$ cat src/rtl/multicycle_alu.sv
// 32-bit ALU with single-cycle arithmetic/logic ops and a bit-serial shifter
// that shifts one position per cycle; results and flags are registered.
module multicycle_alu (
  input  logic        clk,
  input  logic        reset,
  input  logic        start,
  input  logic [2:0]  ALUControl,
  input  logic [31:0] SrcA,
  input  logic [31:0] SrcB,
  output logic        busy,
  output logic        done,
  output logic [31:0] ALUResult,
  output logic        Zero,
  output logic        Neg,
  output logic        Carry,
  output logic        Overflow
);

  typedef enum logic {IDLE, SHIFT} state_t;
  typedef enum logic [2:0] {
    OP_ADD = 3'b000, OP_SUB = 3'b001, OP_AND = 3'b010, OP_OR  = 3'b011,
    OP_SRA = 3'b100, OP_SRL = 3'b101, OP_SLL = 3'b110, OP_XOR = 3'b111
  } op_t;

  state_t      state;
  op_t         op;
  op_t         op_in;
  logic [31:0] acc;
  logic [31:0] acc_next;
  logic [4:0]  cnt;
  logic [31:0] b_eff;
  logic [32:0] sum;
  logic [31:0] res;
  logic        res_c;
  logic        res_v;
  logic        is_shift;
  logic        wr;

  always_comb begin
    op_in    = op_t'(ALUControl);
    is_shift = (op_in == OP_SRA) || (op_in == OP_SRL) || (op_in == OP_SLL);
    // Subtract shares the adder as A + ~B + 1; carry-out then means no borrow.
    b_eff    = (op_in == OP_SUB) ? ~SrcB : SrcB;
    sum      = {1'b0, SrcA} + {1'b0, b_eff} + {32'd0, op_in == OP_SUB};

    case (op)
      OP_SRA:  acc_next = {acc[31], acc[31:1]};
      OP_SRL:  acc_next = {1'b0, acc[31:1]};
      default: acc_next = {acc[30:0], 1'b0};
    endcase

    res   = '0;
    res_c = 1'b0;
    res_v = 1'b0;
    wr    = 1'b0;
    if (state == SHIFT) begin
      res = acc_next;
      wr  = (cnt == 5'd1);
    end else if (start) begin
      wr = !is_shift || (SrcB[4:0] == 5'd0);
      case (op_in)
        OP_ADD, OP_SUB: begin
          res   = sum[31:0];
          res_c = sum[32];
          res_v = (SrcA[31] == b_eff[31]) && (sum[31] != SrcA[31]);
        end
        OP_AND:  res = SrcA & SrcB;
        OP_OR:   res = SrcA | SrcB;
        OP_XOR:  res = SrcA ^ SrcB;
        default: res = SrcA;
      endcase
    end
  end

  always_ff @(posedge clk) begin
    if (reset) begin
      state     <= IDLE;
      op        <= OP_ADD;
      acc       <= '0;
      cnt       <= '0;
      busy      <= 1'b0;
      done      <= 1'b0;
      ALUResult <= '0;
      Zero      <= 1'b0;
      Neg       <= 1'b0;
      Carry     <= 1'b0;
      Overflow  <= 1'b0;
    end else begin
      done <= wr;
      if (wr) begin
        ALUResult <= res;
        Zero      <= (res == '0);
        Neg       <= res[31];
        Carry     <= res_c;
        Overflow  <= res_v;
      end
      case (state)
        IDLE: begin
          if (start) begin
            op  <= op_in;
            acc <= SrcA;
            cnt <= SrcB[4:0];
            if (is_shift && (SrcB[4:0] != 5'd0)) begin
              state <= SHIFT;
              busy  <= 1'b1;
            end
          end
        end
        SHIFT: begin
          acc <= acc_next;
          cnt <= cnt - 5'd1;
          if (cnt == 5'd1) begin
            state <= IDLE;
            busy  <= 1'b0;
          end
        end
      endcase
    end
  end

endmodule

$ cat config.mk
export PLATFORM = sky130hd
export DESIGN_NAME = multicycle_alu
export DESIGN_NICKNAME = d
export VERILOG_FILES = /design/src/rtl/multicycle_alu.sv
export SDC_FILE = /design/constraint.sdc
export NUM_CORES = 1
export LEC_CHECK = 0
export CORE_UTILIZATION = 32
export CTS_CLUSTER_DIAMETER = 100
export CTS_CLUSTER_SIZE = 16
export DETAILED_ROUTE_END_ITERATION = 10
export SYNTH_ARGS = -nofsm -noshare
export SYNTH_HDL_FRONTEND = slang
export SYNTH_SLANG_ARGS = --single-unit
$ cat constraint.sdc
create_clock -name clk -period 11.6 [get_ports clk]
set_input_delay 2.9 -clock clk [delete_from_list [all_inputs] [get_ports clk]]
set_output_delay 2.9 -clock clk [all_outputs]
set_load 0.01 [all_outputs]
==> results_tabular.tex <==
\begin{tabular}{lr}
\hline
Metric & Value \\
\hline
\multicolumn{2}{l}{\textbf{Status}} \\
Outcome & finished with violations \\
Violations in the final reports & design-rule violations \\
\multicolumn{2}{l}{\textbf{Power and ir drop}} \\
Power density over the cells & approximately 99 nW/um\^{}2 \\
LEAKAGE & a little over 4 nW \\
Peak supply drop & approximately 0.074 mV \\
\multicolumn{2}{l}{\textbf{Critical path}} \\
Worst setup path category & in -> reg \\
Cell seen most often among critical-path stages & buf\_4 \\
Register-to-register setup slack & about 8000 ps \\
Series of cell instances along the critical path & clkdlybuf4s50\_1, buf\_4, nor3b\_4, buf\_4, xnor2\_1, inv\_1, fa\_1, nand3b\_1, a211oi\_1, nor3b\_1, o31ai\_1, xor2\_1, a211o\_1, nand4bb\_1, nor4\_1, nand4\_1, o21ai\_1 \\
CP arrival & between 7000 and 8000 ps \\
Type of destination of the critical path & flip-flop \\
Stage delay of the slowest cell on the critical path & 510 ps \\
Peak fanout along the critical path & 44 \\
Kind of start point of the critical path & input pin \\
RR Startpoint & state\$\_SDFF\_PP0\_ \\
Cell with the biggest individual delay on the critical path & buf\_4 \\
Worst-case reg-to-reg path depth & 12 \\
Req. time, crit path & 11890 ps \\
Endpoint of the worst register-to-register path & Zero\$\_SDFFE\_PP0P\_ \\
\multicolumn{2}{l}{\textbf{Min path}} \\
Sink of the worst hold path & ALUResult[8]\$\_SDFFE\_PP0P\_ \\
Path category of the worst min-delay check & reg -> reg \\
Start point of the worst hold path & ALUResult[8]\$\_SDFFE\_PP0P\_ \\
Worst hold path cell count & 2 \\
\multicolumn{2}{l}{\textbf{Detailed routing}} \\
Detailed-route wire length & 28300 um \\
Initial DRC Count & about 620 \\
First-pass DRT Iterations & 8 \\
\# DRC & 12 \\
Remaining antenna violation count & 0 \\
Via count & approximately 8400 \\
Vias per std cell & between 5 and 6 \\
Wire per inst & 18.6 um \\
\multicolumn{2}{l}{\textbf{STA}} \\
Final critical delay including setup and external delays & around 7300 ps \\
Accumulated negative setup slack & 0 ps \\
Final cycle utilization of the critical path & 0.629 \\
Worst path setup slack after routing & about 4300 ps \\
Hold violation count in the final report & 0 \\
Slew Limit Fails & 0 \\
Worst max-slew margin expressed relative to the limit & 0.463 \\
Post-Route Skew & approximately 14 ps \\
Worst-margin pin slew & $\sim$810 ps \\
RSZ-0062 raised after global routing & no \\
Fmax & 137 MHz \\
Endpoints failing setup & 0 \\
\multicolumn{2}{l}{\textbf{Cells and area}} \\
Register area & about 1600 sq um \\
Fraction of layout instances using a drive strength above 1 & 0.0597 \\
Nets@finish & 1361 \\
Count of antenna diodes in the layout & 0 \\
Filler Cell Count & $\sim$2800 \\
Area taken by multi-input logic gates & between 6000 and 7000 sq um \\
Area growth from synthesis to final layout & 18.1\% \\
\multicolumn{2}{l}{\textbf{Global routing}} \\
Vias in the first global route & between 7000 and 8000 \\
Pin count of the biggest net entering global routing & 70 \\
All-Layer GR Usage & 0.208 \\
Initial antenna violation count & 0 \\
Total global routing overflow & 0 \\
First-pass GRT wire length & $\sim$44000 um \\
\multicolumn{2}{l}{\textbf{Logic synthesis}} \\
Sequential-to-total area share from yosys stat & 0.183 \\
Leading area contributor after synthesis & dfxtp\_1 \\
Most frequently used cell type in the post-synthesis netlist & nor2\_1 \\
Cell variety after synth & 82 \\
Most frequently used flop master after synthesis & dfxtp\_1 \\
Syn Nets & 1306 \\
Mean instance size in the synthesized netlist & approximately 7.6 sq um \\
Number of flops mapped to enable cells by yosys & 0 \\
Netlist area before placement & 8550 sq um \\
Share of async-settable or async-resettable flops after synthesis & 0 \\
Cells taking the most area after synthesis & dfxtp\_1 (18\%), ha\_1 (15\%), mux2i\_1 (5.5\%), nor2\_1 (4.9\%), a211oi\_1 (4.7\%) \\
Ys Warns & 0 \\
Count of mapped cells out of synthesis & between 1000 and 1500 \\
Area share of the largest cell type after synthesis & 0.183 \\
Flip-flop and latch count after synthesis & 78 \\
Leading post-synthesis cells by instance count & nor2\_1 (111), ha\_1 (105), inv\_1 (103), nand2\_1 (98), dfxtp\_1 (78) \\
\multicolumn{2}{l}{\textbf{CTS}} \\
Number of buffers inserted during clock tree synthesis & 9 \\
Clock latency reported for the late side of the worst-skew pair & around 360 ps \\
Root Driver & clkbuf\_16 \\
Setup Fix Bufs, Post-CTS & 0 \\
TritonCTS sink count & roughly 80 \\
Clock-pin slew on the worst setup and hold paths & approximately 70 ps \\
CTS tree & built \\
Post-CTS Resized & 0 \\
Maximum buffer depth of the clock tree & 2 \\
\# hold bufs at CTS & 0 \\
H-Tree Level Count & 3 \\
\multicolumn{2}{l}{\textbf{Floorplan}} \\
Die boundary height & 166 um \\
Std-Cell Core Area & $\sim$26000 sq um \\
Site Rows & between 50 and 60 \\
DIE AREA & about 27000 sq um \\
Effective utilization at floorplan & 0.327 \\
Die width & roughly 170 um \\
I/O pin count & approximately 110 \\
\multicolumn{2}{l}{\textbf{Placement}} \\
Quantity of I/O buffers inserted on ports & approximately 110 \\
Detail Placement HPWL & approximately 21000 um \\
Routability congestion estimate & 0.897 \\
Worst Setup Slack post-DPL & roughly 4000 ps \\
\multicolumn{2}{l}{\textbf{Job}} \\
Number of max-cap violations & 0 \\
\hline
\end{tabular}
==> placed cells by master (no fill, tap or decap), types with 18 or more instances in the layout <==
master,instances
o21ai_0,50
a211oi_1,53
dfxtp_1,78
nor2b_1,45
nor3_1,18
a21oi_1,61
nand2_1,98
o22ai_1,27
ha_1,105
clkdlybuf4s50_1,103
mux2i_1,47
nor2_1,111
xnor2_1,44
inv_1,103
a221oi_1,24
==> layer usage <==
layer | part of all wire | vias up | routed length, um | track usage
li1 | - | 4134 | - | -
met4 | 0.019 | 0 | 534 | 0.0579
met1 | 0.44 | 3955 | 12400 | 0.266
met5 | 0 | - | 0 | 0
met3 | 0.048 | 35 | 1360 | 0.0245
met2 | 0.50 | 245 | 14000 | 0.365
==> worst max path at each step <==
stage                  start           endpoint  slack (ps)  cells past startpoint
2_1_floorplan  ALUControl[1]  Zero$_SDFFE_PP0P_        5110                     16
3_3_place_gp   ALUControl[1]  Zero$_SDFFE_PP0P_        4080                     17
3_5_place_dp   ALUControl[1]  Zero$_SDFFE_PP0P_        3990                     17
4_1_cts        ALUControl[1]  Zero$_SDFFE_PP0P_        4350                     17
5_1_grt        ALUControl[1]  Zero$_SDFFE_PP0P_        3930                     17
6_report       ALUControl[1]  Zero$_SDFFE_PP0P_        4300                     17
==> final cells by class <==
cell class | count | share of cell area
clock buffer | 10 | 0.0227
clock inverter | 5 | 0.00359
multi-input combinational | 871 | 0.624
sequential | 78 | 0.155
inverter | 103 | 0.0383
tap | 335 | 0.0415
timing repair buffer | 122 | 0.115
==> report_power, final <==
| group | internal, W | switching (W) |
|---|---|---|
| clock network | 0.000144 | 0.000128 |
| registers | 0.000290 | 0.0000166 |
| logic | 0.000176 | 0.000241 |
| total | 0.000610 | 0.000386 |
==> through the flow <==
stage                     std cells  hold WS (ps)  utilization  instance area, sq um  power (W)
after floorplan                1130           432            -                  8550   0.000587
after global placement         1509           444        0.377                  9840   0.000721
after detailed placement       1509           447        0.377                  9840   0.000726
after CTS                      1524           456        0.387                 10100   0.000998
after global routing           1524           476        0.387                 10100    0.00105
final                          1524           452        0.387                 10100   0.000997
==> state kept, by name, summed over array words and instances (netlist names) <==
signal / cells
state: 1
done: 1
Zero: 1
Overflow: 1
op: 3
cnt: 5
busy: 1
ALUResult: 32
Carry: 1
acc: 32
==> cell families after synthesis <==
logic type	after synthesis	share of synthesized area
AO/OA/AOI/OAI	314	0.261
XOR/XNOR	53	0.0543
adder cells (fa/ha/maj)	106	0.156
buffers and inverters	181	0.0841
flip-flops	78	0.183
multiplexers	62	0.0747
AND/OR/NAND/NOR	336	0.187
==> worst max-delay path: cells and delay by family <==
kind / cells / cell delay [ps]
adder cells (fa/ha/maj): 1 / 390
XOR/XNOR: 2 / 320
AND/OR/NAND/NOR: 6 / 1430
AO/OA/AOI/OAI: 4 / 1240
buffers and inverters: 4 / 1300
(Power assumes the default switching activity.)
